[config.mk]
export PLATFORM = sky130hd
export DESIGN_NAME = uart_packet_rx_flat
export DESIGN_NICKNAME = d
export VERILOG_FILES = /design/src/rtl/uart_packet_rx_if.sv /design/src/rtl/uart_packet_rx.sv /design/src/flat_wrapper.sv
export SDC_FILE = /design/constraint.sdc
export NUM_CORES = 1
export LEC_CHECK = 0
export ABC_AREA = 1
export BUFFER_PORTS_ARGS = -buffer_cell sky130_fd_sc_hd__buf_2
export CORE_ASPECT_RATIO = 2
export CORE_MARGIN = 1.5
export CORE_UTILIZATION = 55
export CTS_BUF_LIST = sky130_fd_sc_hd__clkbuf_4
export CTS_CLUSTER_DIAMETER = 100
export DETAILED_ROUTE_END_ITERATION = 10
export PLACE_DENSITY = 0.8
export SYNTH_ARGS = -nofsm -noshare
export SYNTH_HDL_FRONTEND = slang
export SYNTH_SLANG_ARGS = --single-unit
[constraint.sdc]
create_clock -name clock -period 2.35 [get_ports clock]
set_input_delay 0.3525 -clock clock [delete_from_list [all_inputs] [get_ports clock]]
set_output_delay 0.3525 -clock clock [all_outputs]
set_load 0.1 [all_outputs]
[src/rtl/uart_packet_rx_if.sv]
// Packet receiver bus: serial line in, assembled packet and event pulses out.
interface uart_packet_rx_if;
  logic         UART_RX;
  logic [127:0] rx_data;
  logic         rx_irq;
  logic         frame_err;
  logic         timeout;

  // Receiver side: samples the line, drives packet data and pulses.
  modport master (
    input  UART_RX,
    output rx_data, rx_irq, frame_err, timeout
  );

  // Consumer side: drives the line, observes packet data and pulses.
  modport slave (
    output UART_RX,
    input  rx_data, rx_irq, frame_err, timeout
  );
endinterface

[src/rtl/uart_packet_rx.sv]
// UART 8N1 receiver that assembles 16 received bytes into one 128-bit packet.
// First byte of a packet lands in the top byte of rx_data. A partial packet is
// dropped on a stop-bit error or when the line stays idle too long mid-packet.
//
// state | meaning
// IDLE  | line idle, waiting for a falling edge on rx_s
// START | checking the start bit at its midpoint (rejects short glitches)
// DATA  | sampling 8 data bits at mid-bit, LSB first
// STOP  | sampling the stop bit; high accepts the byte, low is a frame error
// BREAK | line held low after a frame error, waiting for it to return high
module uart_packet_rx #(
  parameter int unsigned CLKS_PER_BIT = 868,
  parameter int unsigned TIMEOUT_CLKS = 17360
) (
  input logic              clock,
  input logic              reset,
  uart_packet_rx_if.master bus
);

  localparam int unsigned IW = $clog2(TIMEOUT_CLKS + 1);
  localparam logic [15:0]   HALF_LAST = 16'(CLKS_PER_BIT / 2 - 1);
  localparam logic [15:0]   BIT_LAST  = 16'(CLKS_PER_BIT - 1);
  localparam logic [IW-1:0] IDLE_LAST = IW'(TIMEOUT_CLKS - 1);

  typedef enum logic [2:0] {IDLE, START, DATA, STOP, BREAK} state_t;

  state_t         state, state_next;
  logic           rx_m, rx_s;
  logic [15:0]    tmr, tmr_next;
  logic [2:0]     bit_idx, bit_idx_next;
  logic [7:0]     byte_sr, byte_sr_next;
  logic [3:0]     byte_cnt, byte_cnt_next;
  logic [IW-1:0]  idle_cnt, idle_cnt_next;
  logic [127:0]   shift, shift_next;
  logic [127:0]   data_q, data_next;
  logic           irq_q, irq_next;
  logic           ferr_q, ferr_next;
  logic           tout_q, tout_next;

  // Register synchronizer, FSM state, counters, packet data and event pulses.
  always_ff @(posedge clock) begin
    if (!reset) begin
      rx_m     <= 1'b1;
      rx_s     <= 1'b1;
      state    <= IDLE;
      tmr      <= '0;
      bit_idx  <= '0;
      byte_sr  <= '0;
      byte_cnt <= '0;
      idle_cnt <= '0;
      shift    <= '0;
      data_q   <= '0;
      irq_q    <= 1'b0;
      ferr_q   <= 1'b0;
      tout_q   <= 1'b0;
    end else begin
      rx_m     <= bus.UART_RX;
      rx_s     <= rx_m;
      state    <= state_next;
      tmr      <= tmr_next;
      bit_idx  <= bit_idx_next;
      byte_sr  <= byte_sr_next;
      byte_cnt <= byte_cnt_next;
      idle_cnt <= idle_cnt_next;
      shift    <= shift_next;
      data_q   <= data_next;
      irq_q    <= irq_next;
      ferr_q   <= ferr_next;
      tout_q   <= tout_next;
    end
  end

  // Next-state, bit timing, byte/packet assembly and pulse generation.
  always_comb begin
    state_next    = state;
    tmr_next      = tmr;
    bit_idx_next  = bit_idx;
    byte_sr_next  = byte_sr;
    byte_cnt_next = byte_cnt;
    idle_cnt_next = '0;
    shift_next    = shift;
    data_next     = data_q;
    irq_next      = 1'b0;
    ferr_next     = 1'b0;
    tout_next     = 1'b0;
    unique case (state)
      IDLE: begin
        if (byte_cnt != 4'd0) begin
          idle_cnt_next = idle_cnt + 1'b1;
          // Timeout is evaluated before the start edge so it wins a tie.
          if (idle_cnt == IDLE_LAST) begin
            idle_cnt_next = '0;
            byte_cnt_next = '0;
            tout_next     = 1'b1;
          end
        end
        if (!rx_s) begin
          state_next    = START;
          tmr_next      = '0;
          idle_cnt_next = '0;
        end
      end
      START: begin
        tmr_next = tmr + 1'b1;
        if (tmr == HALF_LAST) begin
          tmr_next = '0;
          if (!rx_s) begin
            state_next   = DATA;
            bit_idx_next = '0;
          end else begin
            state_next = IDLE;
          end
        end
      end
      DATA: begin
        tmr_next = tmr + 1'b1;
        if (tmr == BIT_LAST) begin
          tmr_next     = '0;
          byte_sr_next = {rx_s, byte_sr[7:1]};
          bit_idx_next = bit_idx + 1'b1;
          if (bit_idx == 3'd7) state_next = STOP;
        end
      end
      STOP: begin
        tmr_next = tmr + 1'b1;
        if (tmr == BIT_LAST) begin
          tmr_next = '0;
          if (rx_s) begin
            state_next = IDLE;
            // Byte k goes to bits [127-8k -: 8]; {~k,3'b111} == 127-8k.
            shift_next[{~byte_cnt, 3'b111} -: 8] = byte_sr;
            byte_cnt_next = byte_cnt + 1'b1;
            if (byte_cnt == 4'hF) begin
              data_next = shift_next;
              irq_next  = 1'b1;
            end
          end else begin
            state_next    = BREAK;
            byte_cnt_next = '0;
            ferr_next     = 1'b1;
          end
        end
      end
      BREAK: begin
        if (rx_s) state_next = IDLE;
      end
      default: state_next = IDLE;
    endcase
  end

  assign bus.rx_data   = data_q;
  assign bus.rx_irq    = irq_q;
  assign bus.frame_err = ferr_q;
  assign bus.timeout   = tout_q;

endmodule
[src/flat_wrapper.sv]
// flat-port wrapper written by rule: the top's interface ports become plain ports
module uart_packet_rx_flat 
#(
  parameter int unsigned CLKS_PER_BIT = 868,
  parameter int unsigned TIMEOUT_CLKS = 17360
)
  (clock, reset, bus_UART_RX, bus_rx_data, bus_rx_irq, bus_frame_err, bus_timeout);
  uart_packet_rx_if bus_i ();
  input logic clock;
  input logic reset;
  input wire logic [$bits(bus_i.UART_RX)-1:0] bus_UART_RX;
  output wire logic [$bits(bus_i.rx_data)-1:0] bus_rx_data;
  output wire logic [$bits(bus_i.rx_irq)-1:0] bus_rx_irq;
  output wire logic [$bits(bus_i.frame_err)-1:0] bus_frame_err;
  output wire logic [$bits(bus_i.timeout)-1:0] bus_timeout;
  assign bus_i.UART_RX = bus_UART_RX;
  assign bus_rx_data = bus_i.rx_data;
  assign bus_rx_irq = bus_i.rx_irq;
  assign bus_frame_err = bus_i.frame_err;
  assign bus_timeout = bus_i.timeout;
  uart_packet_rx #(.CLKS_PER_BIT(CLKS_PER_BIT), .TIMEOUT_CLKS(TIMEOUT_CLKS)) u_core (.clock(clock), .reset(reset), .bus(bus_i));
endmodule
* Word-level counts from Yosys, hierarchy flattened
Cells that the tools add are included.
W data, S select, Z words.
** Cells by class
- Mux-type cells :: 26
- Reduce and logical (&&, ||, !) cells :: 17
- Equal/unequal tests :: 18
- Shift-type cells :: 2
- Add/sub/neg operators :: 5
- Bitwise gates (word level) :: 5
** Operator list (number)
- $shift A8 B9 Y135 const A :: 1
- $shiftx A8 B9 Y135 :: 1
- $bwmux W128 :: 1
- $mux W16 :: 3
- $pmux W16 S3 :: 1
- $mux W3 :: 10
- $add A16 B1 Y16 const B :: 1
- $eq A16 B10 Y1 const B :: 1
- $eq A16 B9 Y1 const B :: 1
- $mux W4 :: 4
- $reduce_and A4 Y1 :: 4
- $add A15 B1 Y15 const B :: 1
- $eq A15 B15 Y1 const B :: 1
- $pmux W3 S5 :: 1
- $ne A2 B1 Y1 const B :: 7
- $neg A7 Y9 :: 1
- $reduce_and A3 Y1 :: 3
- $pmux W4 S2 :: 1
- $eq A3 B2 Y1 const B :: 2
- $eq A3 B3 Y1 const B :: 2
- $pmux W3 S2 :: 1
- $reduce_and A6 Y1 :: 1
- $reduce_or A5 Y1 :: 1
- $add A4 B1 Y4 const B :: 1
- other kinds (14) :: 22
** Storage, ports and cells
- Input bits :: 3
- Output and inout port bits :: 131
- Register bits :: 310

* Longest topological paths before layout
Gate-level depths: netlist of run 1.
- Depth in word-level cells :: 4
- Gate-level depth with buffers :: 11
- Depth with buffers taken out :: 11

* Worst setup path after synthesis of run 1
No wires, ideal clock.
- Kind :: reg2reg
- Start :: register u_core.byte_cnt[0]
- End :: register u_core.shift[120]
- Library setup time :: 0.128 ns
- Required time :: 2.222 ns
- Period minus slack after synthesis :: 1.931 ns
- Setup slack :: 0.419 ns
- Cell stages (with the launch flop) :: 11
- Arrival :: 1.802 ns
- Cell sequence :: dfxtp_1 inv_1 buf_1 ha_1 inv_1 nor3_4 inv_1 nand2_1 o21ai_0 o21ai_0 a21oi_1
** On the way
- Word-level cells in the longest chain between the ends :: 4
** RTL lines
- start, declared :: RTL line uart_packet_rx.sv:32 : logic [3:0] byte_cnt, byte_cnt_next;
- start signal, assigned :: RTL line uart_packet_rx.sv:63 : byte_cnt <= byte_cnt_next;
- $not A4 Y4 (*) :: RTL line uart_packet_rx.sv:131 : shift_next[{~byte_cnt, 3'b111} -: 8] = byte_sr;
- $neg A7 Y9 (*) :: RTL line uart_packet_rx.sv:131
- $shiftx A8 B9 Y135 or $shift A8 B9 Y135 (tied branches) :: RTL line uart_packet_rx.sv:131
- $bwmux W128 (*) :: RTL line uart_packet_rx.sv:131
- end signal, assigned :: RTL line uart_packet_rx.sv:65 : shift <= shift_next;
- end, declared :: RTL line uart_packet_rx.sv:34 : logic [127:0] shift, shift_next;
Every way passes the cells marked *; elsewhere a longest branch is shown, timed or not.
A chain may end at the register's enable or synchronous reset.

* Final worst setup path of run 1
- Start :: register u_core.tmr[0]
- End :: register u_core.data_q[22] (netlist: u_core.bus.rx_data[22])
** On the way
- Word-level cells in the longest chain between the ends :: 2
** RTL lines
- start, declared :: RTL line uart_packet_rx.sv:29 : logic [15:0] tmr, tmr_next;
- start signal, assigned :: RTL line uart_packet_rx.sv:60 : tmr <= tmr_next;
- $eq A16 B10 Y1 :: RTL line uart_packet_rx.sv:126 : if (tmr == BIT_LAST) begin
- $reduce_and A4 Y1 (no line)
- end signal, assigned :: RTL line uart_packet_rx.sv:66 : data_q <= data_next;
- end, declared :: RTL line uart_packet_rx.sv:35 : logic [127:0] data_q, data_next;
No other way between the ends.

==> results of run 1 <==
[per-stage QoR]
| step | total power [mW] | area (sq um) | cells | setup WS (ns) |
|---|---|---|---|---|
| after floorplan | 6.00 | 13500 | 1923 | 0.419 |
| after global placement | 6.21 | 14500 | 2284 | 0.250 |
| after detailed placement | 6.24 | 14500 | 2284 | 0.138 |
| after CTS | 10.2 | 15300 | 2399 | 0.0945 |
| after global routing | 10.5 | 15300 | 2402 | 0.0167 |
| final | 10.1 | 15300 | 2402 | 0.139 |
[cells in the final DEF, fill, tap and decap left out, types with 56 or more instances in the layout]
cell type and n:
nor2_1 383, nand2_1 272, clkbuf_4 100, nor3_1 64
inv_1 149, a21oi_1 115, nand3_1 56, buf_2 132
o21ai_0 350, dfxtp_1 310
[cell families (layout without fill, tap and decap cells)]
| group | after synthesis | after routing | share of synthesized area (%) |
|---|---|---|---|
| and+or+nand+nor | 826 | 826 | 25.4 |
| AOI/OAI and AO/OA | 493 | 493 | 18.5 |
| DFF | 310 | 310 | 45.8 |
| buffers and inverters | 272 | 460 | 8.55 |
| adders and majority gates | 12 | 12 | 1.11 |
| xor gates and xnor gates | 10 | 10 | 0.647 |
| other | 0 | 1 | 0 |
[worst register-to-register path, stage by stage, from the launching register on]
cell and delay, ns:
dfxtp_1 0.43, ha_1 0.25, nand2_1 0.10, nor2_1 0.19, and2_4 0.19, nand3_4 0.06, buf_4 0.32, o21ai_0 0.48
nor2_1 0.08
[final timing paths]
check | endpoint | slack (ns)
max reg2reg | u_core.bus.rx_data[22]$_SDFFE_PN0P_ | 0.14
min | u_core.state[2]$_SDFFE_PN0P_ | 0.1
min reg2reg | u_core.rx_s$_SDFF_PN1_ | 0.42
max | u_core.bus.rx_data[22]$_SDFFE_PN0P_ | 0.14
[flip-flops by register name (all words and copies together) (netlist names)]
signal / cells
u_core.bus.rx_data: 128
u_core.shift: 128
u_core.tmr: 16
u_core.idle_cnt: 15
u_core.byte_sr: 8
u_core.byte_cnt: 4
u_core.bit_idx: 3
u_core.state: 3
u_core.bus.frame_err: 1
u_core.bus.rx_irq: 1
u_core.bus.timeout: 1
u_core.rx_m: 1
u_core.rx_s: 1
[routing by layer]
metal,vias to the layer above,GRT usage (%),wire [um]
met5,-,0,0
met4,0,25.1,3320
met3,161,6.24,2260
met2,486,53.6,19800
met1,6084,31.3,13900
li1,6580,-,-
[what timing repair did]
action                                  CTS  global route
buffers inserted                          0             2
endpoints found under the hold margin     1             0
gates resized for setup                   0             1
endpoints found under the setup margin    0             4
hold buffers                              1             0
[power by group through the flow]
stage / Combinational (mW) / Sequential, mW / Clock (mW)
after floorplan: 0.566 / 5.44 / 0
after global placement: 0.771 / 5.44 / 0
after detailed placement: 0.790 / 5.45 / 0
after CTS: 0.795 / 5.32 / 4.05
after global routing: 0.894 / 5.33 / 4.29
final: 0.802 / 5.33 / 3.96
[final cells by class]
type                            instances  area (sq um)
Tap cell                              290           363
Clock inverter                         14          56.3
Fill cell                            2225          9000
Inverter                              156           587
Timing Repair Buffer                  190          1180
Antenna cell                            1          2.50
Multi-Input combinational cell       1341          6180
Sequential cell                       310          6210
Clock buffer                          100           751
==> reports/summary.txt, run 1 <==
========================================================================================
Outcome ................................................................... complete, no violations
Standard-cell rows ........................................................           81
Cell taking the most area after synthesis .................................      dfxtp_1
P&R area growth vs syn ....................................................        13.2%
Worst endpoint required time ..............................................      2.96 ns
Worst path bufs/invs ......................................................            1
Height of the die .........................................................       225 um
Total clock sinks .........................................................          310
Headroom to the max-slew limit ............................................        51.2%
I/O pin count .............................................................          134
Hold wc startpoint ........................................................        reset
Worst hold path cell count ................................................            4
Crit path time final ......................................................      2.21 ns
Top cells by area in the synthesized netlist .............................. dfxtp_1 46%, o21ai_0 13%, nor2_1 11%
Clock insertion delay at the later pin of the skew report .................      0.75 ns
Grt total ovfl ............................................................            0
CP startpoint ............................................................. u_core.tmr[0]$_SDFFE_PN0P_
Most instantiated cells after synthesis ................................... 384 x nor2_1, 350 x o21ai_0, 310 x dfxtp_1, 272 x nand2_1, 149 x inv_1
Clk slew on worst S/H paths ...............................................      0.07 ns
Root Buffer Master ........................................................     clkbuf_4
Logic depth of the worst register-to-register path ........................            8
Std-Cell Core Area ........................................................ 24,300 sq um
Category of the worst setup path capture point ............................    flip-flop
Count of nets left with antenna violations after detail routing ...........            0
Post-detailed-route via-to-cell ratio .....................................         5.54
Leakage dissipation .......................................................      6.41 nW
Worst Clk Skew ............................................................    0.0536 ns
Cell breakdown of the critical path ....................................... ha_1 > nand2_1 > nor2_1 > and2_4 > nand3_4 > buf_4 > o21ai_0 > nor2_1
TritonCTS clock tree ......................................................          yes
Critical path depth .......................................................            8
DRC errors left ...........................................................            0
Count of final hold-check violations ......................................            0
Library cells used by synthesis ...........................................           37
Iteration-0 DRC count of the detailed router ..............................          980
Category of cells accounting for the largest share of critical-path delay . simple AND/OR/NAND/NOR gates
Measured slew at the worst slew-check pin .................................     0.729 ns
Average cell area after synthesis .........................................   7.04 sq um
All-Layer GR Usage ........................................................        30.8%
Main synth FF type ........................................................      dfxtp_1
Sequential share of the synthesized area ..................................        45.8%
Most used standard cell by instance count after synthesis .................       nor2_1
Net switching power figure ................................................      2.65 mW
Num CTS Buffers ...........................................................           69
Count of buffers inserted at the top-level ports ..........................          133
Setup TNS .................................................................         0 ns
Switch share ..............................................................        26.3%
Number of flip-flops and latches in the synthesized netlist ...............          310
DIE AREA .................................................................. 25,600 sq um
Number of flops mapped to enable cells by yosys ...........................            0
Share of the cycle needed by the critical path after routing ..............        94.1%
Fraction of layout instances using a drive strength above 1 ...............        15.2%
Chip width ................................................................       114 um
Fraction of power consumed by sequential logic ............................        52.8%
Synth Net Count ...........................................................        1,938
Via count of the first global-routing pass ................................       12,700
Power density relative to cell area .......................................  658 nW/um^2
Crit Path Category ........................................................ flip-flop to flip-flop
Crit path launch type .....................................................    flip-flop
DR WL/cell ................................................................      16.3 um
Final core utilization ....................................................        63.0%
Combinational group share of total power ..................................         7.9%
Deepest level of the CTS H-tree ...........................................            3
Unrepaired setup endpoints after global routing ...........................           no
Number of cells produced by synthesis .....................................        1,923
Top cell by count, worst path .............................................       nor2_1
Data arrival time at the worst-slack endpoint .............................      2.82 ns
Fmax achieved .............................................................      452 MHz
Wire length of the first global-routing pass ..............................    61,700 um
Worst stage delay on the critical path ....................................      0.47 ns
Yosys warnings ............................................................            0
Routability congestion estimate from global placement .....................        0.946
Max FO, Critical Path .....................................................           48
Number of nets in the finished design .....................................        2,083
Final-layout worst hold slack .............................................    0.0950 ns
Total wire length after detailed routing ..................................    39,200 um
Start of the worst register-to-register path .............................. u_core.tmr[0]$_SDFFE_PN0P_
Total number of vias ......................................................       13,300
Starting density of the core ..............................................        55.7%
Max Cap Violations ........................................................            0
Cell internal pwr .........................................................      7.44 mW
Maximum root-to-sink buffer count .........................................            3
HPWL after detailed placement .............................................    27,200 um
Pin count of the biggest net entering global routing ......................          130
Antenna violations before repair ..........................................            1
Worst-path cell with the longest stage delay ..............................      o21ai_0
Path category of the worst min-delay check ................................ primary input to flip-flop
Clock network power share .................................................        39.3%
Number of optimization iterations in the first detailed-route pass ........            5
Final setup violation count ...............................................            0
Share of async-settable or async-resettable flops after synthesis .........           0%
Maximum vdd drop ..........................................................   0.000585 V
Cell area after technology mapping ........................................ 13,500 sq um
Max Slew Vio Count ........................................................            0
Area fraction of the dominant cell type after synthesis ...................        45.8%
========================================================================================
No activity file was read; power rests on OpenSTA's default activity.
==> inputs of run 2 (changes only) <==
--- a/config.mk
+++ b/config.mk
@@ -5,7 +5,6 @@
 export SDC_FILE = /design/constraint.sdc
 export NUM_CORES = 1
 export LEC_CHECK = 0
-export ABC_AREA = 1
 export BUFFER_PORTS_ARGS = -buffer_cell sky130_fd_sc_hd__buf_2
 export CORE_ASPECT_RATIO = 2
 export CORE_MARGIN = 1.5
==> run 2 against run 1 <==
Net effect:
- the flow now finishes with violations (design-rule violations, negative setup slack)
- critical path depth shrank 1
- flip-flop and latch count unchanged
- power decreased by 6.1%
- area after synthesis decreased by 0.99%
- count of clock-buffer cells in the layout increased by 3
- worst hold slack improved by 0.27 ns
- sequential power decreased by 1%
==> reports/summary.txt, run 2 <==
==========================================================================================
Outcome ..................................................................... finished with violations
Failing checks .............................................................. design-rule violations, negative setup slack
Via count of the first global-routing pass ..................................       11,300   -11%
Post-detailed-route via-to-cell ratio .......................................         5.84   +5.4%
Seq. cell area ..............................................................   6210 sq um   about the same
Number of nets in the finished design .......................................        1,650   -21%
Pre-CTS worst setup slack ...................................................    -0.150 ns   -0.288 ns
Grt total ovfl ..............................................................            0   unchanged
Worst Clk Skew ..............................................................    0.0327 ns   -0.0209 ns
Cell taking the most area after synthesis ...................................      dfxtp_1
Crit path launch type .......................................................    flip-flop
Clock insertion delay at the later pin of the skew report ...................      0.73 ns   -0.02 ns
Deepest level of the CTS H-tree .............................................            3   unchanged
Pin count of the biggest net entering global routing ........................          119   -8.5%
Max Slew Vio Count ..........................................................            0   unchanged
Antenna violations before repair ............................................            1   unchanged
Power density relative to cell area .........................................  589 nW/um^2   -11%
Average cell area after synthesis ...........................................   9.38 sq um   +33%
Maximum root-to-sink buffer count ...........................................            3   unchanged
Sequential share of the synthesized area ....................................        46.3%   +0.46 points
Starting density of the core ................................................        56.1%   +0.37 points
Synth Net Count .............................................................        1,444   -25%
Max FO, Critical Path .......................................................           22   -54%
Share of synthesized cell area in full adder, half adder and majority cells .        1.12%   +0.011 points
Largest family of logic cells by synthesized area ........................... simple AND/OR/NAND/NOR gates
Std-Cell Core Area .......................................................... 23,900 sq um   -1.6%
Met2 layer wire length in the routed design .................................    18,700 um   -5.4%
Share of the cycle needed by the critical path after routing ................         105%   +11 points
All-Layer GR Usage ..........................................................        27.4%   -3.4 points
Top cells by area in the synthesized netlist ................................ dfxtp_1 46%, mux2i_1 11%, o211a_1 8.1%
Maximum vdd drop ............................................................   0.000383 V   -35%
Routability congestion estimate from global placement .......................        0.884   -6.6%
Fraction of layout instances using a drive strength above 1 .................        22.7%   +7.5 points
Unrepaired setup endpoints after global routing .............................          yes
Share of async-settable or async-resettable flops after synthesis ...........           0%   unchanged
Measured slew at the worst slew-check pin ...................................     0.591 ns   -0.138 ns
Iteration-0 DRC count of the detailed router ................................          610   -38%
Yosys warnings ..............................................................            0   unchanged
HPWL after detailed placement ...............................................    23,900 um   -12%
Synthesized-area fraction occupied by xor and xnor cells ....................       0.914%   +0.27 points
Synth Area in Compound Gates ................................................        17.4%   -1.0 points
Final core utilization ......................................................        67.3%   +4.3 points
Number of flip-flops and latches in the synthesized netlist .................          310   unchanged
Total wire length after detailed routing ....................................    35,000 um   -11%
Final setup violation count .................................................          205   +205
DR WL/cell ..................................................................      17.7 um   +8.7%
Library cells used by synthesis .............................................           54   +46%
Count of nets left with antenna violations after detail routing .............            0   unchanged
TritonCTS clock tree ........................................................          yes
Number of flops mapped to enable cells by yosys .............................            0   unchanged
Path category of the worst min-delay check .................................. primary input to flip-flop
Number of optimization iterations in the first detailed-route pass ..........           10   +5
Total power draw ............................................................      9.48 mW   -6.1%
Post-synthesis share of cell area spent on and, or, nand and nor gates ......        19.1%   -6.3 points
Combined area of the multi-input logic cells ................................   6750 sq um   +9.2%
Wire length the detailed router placed on met1 ..............................    12,900 um   -6.9%
Post-synthesis mux area share ...............................................        11.3%   +11 points
Highest metal layer used by the detailed router .............................         met4
Highest-count cells in the layout ignoring fill and taps .................... 306 x dfxtp_1, 199 x nor2_1, 185 x nand2_1, 151 x mux2i_1, 132 x buf_2
Count of buffers inserted at the top-level ports ............................          133   unchanged
Number of cells produced by synthesis .......................................        1,429   -26%
Height of the die ...........................................................       224 um   -0.49%
Category of the worst setup path capture point ..............................    flip-flop
Clk slew on worst S/H paths .................................................      0.07 ns   about the same
Most instantiated cells after synthesis ..................................... 310 x dfxtp_1, 199 x nor2_1, 186 x nand2_1, 152 x mux2i_1, 109 x o211a_1
Headroom to the max-slew limit ..............................................        60.5%   +9.3 points
Crit Path Category .......................................................... flip-flop to flip-flop
Crit path time final ........................................................      2.48 ns   +0.267 ns
FF-to-FF setup slack ........................................................     -0.13 ns   -0.27 ns
Main synth FF type ..........................................................      dfxtp_1
Total length of routed met3 wires ...........................................      1600 um   -29%
Standard-cell rows ..........................................................           80   -1.2%
Layout Cell Area excl Fill .................................................. 16,100 sq um   +5.1%
Leakage dissipation .........................................................      7.66 nW   +20%
Total placed instance area .................................................. 15,200 sq um   +4.6%
Max Cap Violations ..........................................................            0   unchanged
P&R area growth vs syn ......................................................        20.1%
Data arrival time at the worst-slack endpoint ...............................      3.09 ns   +0.27 ns
Worst endpoint required time ................................................      2.96 ns   about the same
Cell area after technology mapping .......................................... 13,400 sq um   -0.99%
Filler instances ............................................................        1,851   -17%
Chip width ..................................................................       113 um   -0.48%
Most common cell after layout, fill and taps aside ..........................      dfxtp_1
Area fraction of the dominant cell type after synthesis .....................        46.3%   +0.46 points
Total clock sinks ...........................................................          310   unchanged
Setup slack after layout ....................................................    -0.128 ns   -0.267 ns
Root Buffer Master ..........................................................     clkbuf_4
Wire length of the first global-routing pass ................................    55,600 um   -10%
DIE AREA .................................................................... 25,400 sq um   -0.97%
Total number of vias ........................................................       11,500   -13%
Count of final hold-check violations ........................................            0   unchanged
Most used standard cell by instance count after synthesis ...................      dfxtp_1
Num CTS Buffers .............................................................           68   -1.4%
I/O pin count ...............................................................          134   unchanged
Fmax achieved ...............................................................      404 MHz   -11%
DRC errors left .............................................................            1   +1
==========================================================================================
[run 2: metal layers]
metal	GRT usage, %	vias to the layer above
li1	-	5540
met1	28.6	5502
met2	49.4	376
met3	5.06	115
met4	18.2	0
met5	0	-
[run 2: logic make-up (layout without fill, tap and decap cells)]
group	after synthesis	count (layout)
compound gates	283	283
xor+xnor	14	14
fa+ha+maj	12	12
buf+inv	121	378
flops	310	310
mux	152	152
other cells	0	1
simple gates	537	537
[run 2: metrics by stage]
stage / hold WS (ns) / TNS, ns / cells
2_1_floorplan: 0.386 / -15.35 / 1429
3_3_place_gp: 0.448 / -9.40 / 1848
3_5_place_dp: 0.462 / -16.70 / 1848
4_1_cts: 0.310 / -5.27 / 1971
5_1_grt: 0.363 / -26.17 / 1974
6_report: 0.367 / -8.58 / 1974
[run 2: final cells by class]
class / count / area share [%]
Antenna cell: 1 / 0.0155
Tap cell: 287 / 2.23
Multi-Input combinational cell: 998 / 41.9
Timing Repair Buffer: 244 / 11.7
Clock inverter: 18 / 0.419
Inverter: 13 / 0.318
Sequential cell: 310 / 38.6
Clock buffer: 103 / 4.80
[run 2: report_power, final]
group | switching, mW | total, mW | internal [mW]
logic | 0.111 | 0.148 | 0.0371
registers | 0.00510 | 5.26 | 5.25
clock network | 2.07 | 4.08 | 2.00
[run 2: final timing paths]
| check | from | end | cells past startpoint |
|---|---|---|---|
| worst max-delay path | u_core.tmr[15]$_SDFFE_PN0P_ | u_core.bus.rx_data[76]$_SDFFE_PN0P_ | 7 |
| worst min-delay path | bus_UART_RX | u_core.rx_m$_SDFF_PN1_ | 3 |
| worst max register to register | u_core.tmr[15]$_SDFFE_PN0P_ | u_core.bus.rx_data[76]$_SDFFE_PN0P_ | 7 |
| worst min register to register | u_core.bit_idx[2]$_SDFFE_PN0P_ | u_core.bit_idx[2]$_SDFFE_PN0P_ | 2 |
[run 2: repair_timing]
item | 4_1_cts | 5_1_grt
resized for setup | 6 | 6
endpoints found under the setup margin | 229 | 265
setup buffers | 0 | 1
pin swaps | 3 | 3
gates cloned | 0 | 1
hold buffers | 2 | 0
hold endpoints to repair | 10 | 0
[run 2: critical path, cell delays in order (launching register included)]
cell	delay, ns
dfxtp_1	0.32
or4_4	0.54
or4_4	0.58
nor3_4	0.22
buf_12	0.22
buf_12	0.17
o211ai_1	0.16
o211a_1	0.16
==> inputs of run 3 (changes only) <==
--- a/config.mk
+++ b/config.mk
@@ -6,13 +6,16 @@
 export NUM_CORES = 1
 export LEC_CHECK = 0
 export BUFFER_PORTS_ARGS = -buffer_cell sky130_fd_sc_hd__buf_2
+export CELL_PAD_IN_SITES_DETAIL_PLACEMENT = 1
+export CELL_PAD_IN_SITES_GLOBAL_PLACEMENT = 2
 export CORE_ASPECT_RATIO = 2
 export CORE_MARGIN = 1.5
-export CORE_UTILIZATION = 55
+export CORE_UTILIZATION = 38
 export CTS_BUF_LIST = sky130_fd_sc_hd__clkbuf_4
 export CTS_CLUSTER_DIAMETER = 100
 export DETAILED_ROUTE_END_ITERATION = 10
-export PLACE_DENSITY = 0.8
+export PLACE_DENSITY = 0.86
+export REMOVE_ABC_BUFFERS = 1
 export SYNTH_ARGS = -nofsm -noshare
 export SYNTH_HDL_FRONTEND = slang
 export SYNTH_SLANG_ARGS = --single-unit
==> run 3 against run 2 <==
Net effect:
- the run ends with negative setup slack left
- count of clock-buffer cells in the layout is the same
- flip-flop and latch count is the same
- via count grew 3.6%
- setup slack lost 0.064 ns
- final area grew 6.8%
- non-clock buffer count grew 48
- critical path depth grew 1
- combinational power grew 14%
- maximum frequency shrank 2.5%
- clock power grew 7.4%
- largest power group unchanged
- highest routed layer unchanged
==> reports/summary.txt, run 3 (same netlist as run 2, synthesis figures left out) <==
=================================================================================
Unrepaired setup endpoints after global routing ....................          yes
HPWL after detailed placement ......................................    27,900 um   +17%
Iteration-0 DRC count of the detailed router .......................          536   -12%
Share of the cycle needed by the critical path after routing .......         108%   +2.7 points
Worst Clk Skew .....................................................    0.0501 ns   +0.0173 ns
Crit Path Category ................................................. flip-flop to flip-flop
Start of the worst register-to-register path ....................... u_core.tmr[15]$_SDFFE_PN0P_
All-Layer GR Usage .................................................        23.9%   -3.5 points
Deepest level of the CTS H-tree ....................................            3   unchanged
Total wire length after detailed routing ...........................    43,700 um   +25%
Power density relative to cell area ................................  570 nW/um^2   -3.2%
Filler instances ...................................................        4,052   +120%
Count of final hold-check violations ...............................            0   unchanged
Highest-count cells in the layout ignoring fill and taps ........... 308 x dfxtp_1, 196 x nor2_1, 184 x nand2_1, 140 x mux2i_1, 132 x buf_2
Chip width .........................................................       136 um   +20%
Worst-path cell with the longest stage delay .......................        or4_4
Cell breakdown of the critical path ................................ or4_4 > or4_4 > nor3_4 > buf_6 > buf_12 > buf_8 > o211ai_1 > o211a_1
Count of buffers inserted at the top-level ports ...................          133   unchanged
Fraction of layout instances using a drive strength above 1 ........        26.2%   +3.6 points
DIE AREA ........................................................... 36,500 sq um   +44%
TritonCTS clock tree ...............................................          yes
Post-detailed-route via-to-cell ratio ..............................         5.47   -6.5%
Total clock sinks ..................................................          310   unchanged
Top cell by count, worst path ......................................        or4_4
Total number of vias ...............................................       12,000   +3.6%
DR WL/cell .........................................................      20.0 um   +13%
Hold Crit Endpoint ................................................. u_core.idle_cnt[0]$_SDFF_PP0_
Met3 track demand over resource ....................................        3.80%   -1.3 points
Crit path time final ...............................................      2.54 ns   +0.0642 ns
Count of nets left with antenna violations after detail routing ....            0   unchanged
FF-to-FF setup slack ...............................................     -0.19 ns   -0.06 ns
Worst stage delay on the critical path .............................      0.61 ns   +0.03 ns
Grt total ovfl .....................................................            0   unchanged
Category of the worst setup path capture point .....................    flip-flop
Combined area of the multi-input logic cells .......................   6870 sq um   +1.7%
Leakage dissipation ................................................      8.06 nW   +5.3%
Worst hold path cell count .........................................            1   -2
Antenna violations before repair ...................................            2   +1
I/O pin count ......................................................          134   unchanged
Layout Cell Area excl Fill ......................................... 17,200 sq um   +6.8%
Pin count of the biggest net entering global routing ...............           78   -34%
Max FO, Critical Path ..............................................            6   -73%
Headroom to the max-slew limit .....................................        44.7%   -16 points
Fmax achieved ......................................................      393 MHz   -2.5%
P&R area growth vs syn .............................................        28.3%
Logic depth of the worst register-to-register path .................            8   +1
Root Buffer Master .................................................     clkbuf_4
Layer carrying the most global-route usage .........................         met2
Final core utilization .............................................        49.2%   -18 points
DRC errors left ....................................................            0   -1
Via count of the first global-routing pass .........................       12,900   +14%
Starting density of the core .......................................        38.4%   -18 points
Routability congestion estimate from global placement ..............        0.854   -3.4%
Most common cell after layout, fill and taps aside .................      dfxtp_1
Total placed instance area ......................................... 15,300 sq um   +1.3%
Maximum vdd drop ...................................................   0.000373 V   -2.8%
Number of optimization iterations in the first detailed-route pass .            5   -5
Wire length of the first global-routing pass .......................    68,000 um   +22%
Setup slack after layout ...........................................    -0.192 ns   -0.0642 ns
Clk slew on worst S/H paths ........................................      0.08 ns   about the same
Placed Instances ...................................................        2,014   +9.0%
Max Slew Vio Count .................................................            0   unchanged
Height of the die ..................................................       269 um   +20%
Seq. cell area .....................................................   6210 sq um   about the same
Number of nets in the finished design ..............................        1,705   +3.3%
Hold wc startpoint ................................................. u_core.idle_cnt[0]$_SDFF_PP0_
Max Cap Violations .................................................            0   unchanged
Final setup violation count ........................................          276   +35%
Outcome ............................................................ finished with violations
Num CTS Buffers ....................................................           75   +10%
Data arrival time at the worst-slack endpoint ......................      3.19 ns   +0.10 ns
Measured slew at the worst slew-check pin ..........................     0.829 ns   +0.238 ns
Worst r2r dst ...................................................... u_core.bus.rx_data[10]$_SDFFE_PN0P_
Grt met2 use .......................................................        44.5%   -4.8 points
Std-Cell Core Area ................................................. 35,000 sq um   +46%
Clock insertion delay at the later pin of the skew report ..........      0.78 ns   +0.05 ns
Final Non-Filler Cells .............................................        2,187   +11%
Path category of the worst min-delay check ......................... flip-flop to flip-flop
Worst endpoint required time .......................................      3.00 ns   +0.04 ns
Standard-cell rows .................................................           97   +21%
Crit path launch type ..............................................    flip-flop
GR Layer Usage met1 ................................................        24.7%   -3.8 points
Maximum root-to-sink buffer count ..................................            3   unchanged
Failing checks ..................................................... negative setup slack
=================================================================================
run 3: changes by cell type in the layout (fill, tap and decap cells not counted), moves of 4 or more:
cell and change:
clkinv_1 -4, a211oi_2 +7, inv_2 +4, buf_8 +6, dlygate4sd3_1 +7, mux2i_2 +11
a211oi_1 -7, buf_16 +7, mux2i_1 -11, clkbuf_16 +5, buf_6 +19
run 3: metal layers:
layer | wire length (um) | part of all wire [%]
met1 | 16200 | 37
met2 | 24100 | 55
met3 | 1380 | 3.1
met4 | 2030 | 4.6
met5 | 0 | 0
run 3: worst max path at each step:
stage | start | end | slack (ns) | depth (start not counted)
floorplan | u_core.state[1]$_SDFFE_PN0P_ | u_core.bus.rx_data[0]$_SDFFE_PN0P_ | -8.18 | 4
global placement | u_core.tmr[10]$_SDFFE_PN0P_ | u_core.byte_sr[4]$_SDFFE_PN0P_ | -0.41 | 6
detailed placement | u_core.tmr[10]$_SDFFE_PN0P_ | u_core.byte_sr[4]$_SDFFE_PN0P_ | -0.46 | 6
CTS | u_core.tmr[15]$_SDFFE_PN0P_ | u_core.bit_idx[0]$_SDFFE_PN0P_ | -0.15 | 6
global route | u_core.tmr[15]$_SDFFE_PN0P_ | u_core.bus.rx_data[0]$_SDFFE_PN0P_ | -0.24 | 8
finish | u_core.tmr[15]$_SDFFE_PN0P_ | u_core.bus.rx_data[10]$_SDFFE_PN0P_ | -0.19 | 8
run 3: layout make-up:
cell class              count  area share (%)
clock buffers             103            4.49
diodes                      4          0.0582
clock inverters            22           0.655
inverters                  13           0.298
repair buffers            292            15.3
multi-input cells         998            39.9
flip-flops and latches    310            36.1
well taps                 445            3.24
run 3: repair_timing:
| action | 4_1_cts | 5_1_grt |
|---|---|---|
| pin swaps | 15 | 10 |
| setup buffers | 18 | 5 |
| endpoints found under the hold margin | 11 | 4 |
| endpoints found under the setup margin | 288 | 280 |
| resized for setup | 59 | 40 |
| gates cloned | 10 | 6 |
| hold buffers | 8 | 1 |
run 3: critical path: cells and delay by family (launching register included):
family | cells | cell delay [ns]
and+or+nand+nor | 3 | 1.36
buffers and inverters | 3 | 0.45
DFF | 1 | 0.33
AOI/OAI and AO/OA | 2 | 0.28
run 3: metrics by stage:
stage          setup slack (ns)  hold slack (ns)  total power [mW]  TNS [ns]
2_1_floorplan             -8.18            0.386              5.44  -1180.02
3_3_place_gp             -0.409            0.397              5.53    -78.67
3_5_place_dp             -0.457            0.405              5.53    -86.03
4_1_cts                  -0.150          -0.0968              9.98    -24.84
5_1_grt                  -0.242            0.503              10.2    -46.13
6_report                 -0.192            0.480              9.80    -29.90
run 3: report_power, final:
| group | internal, mW | leakage, nW | switching (mW) |
|---|---|---|---|
| clock network | 2.13 | 0.541 | 2.25 |
| registers | 5.25 | 2.50 | 0.00420 |
| logic | 0.0443 | 5.03 | 0.124 |
| total | 7.43 | 8.06 | 2.37 |
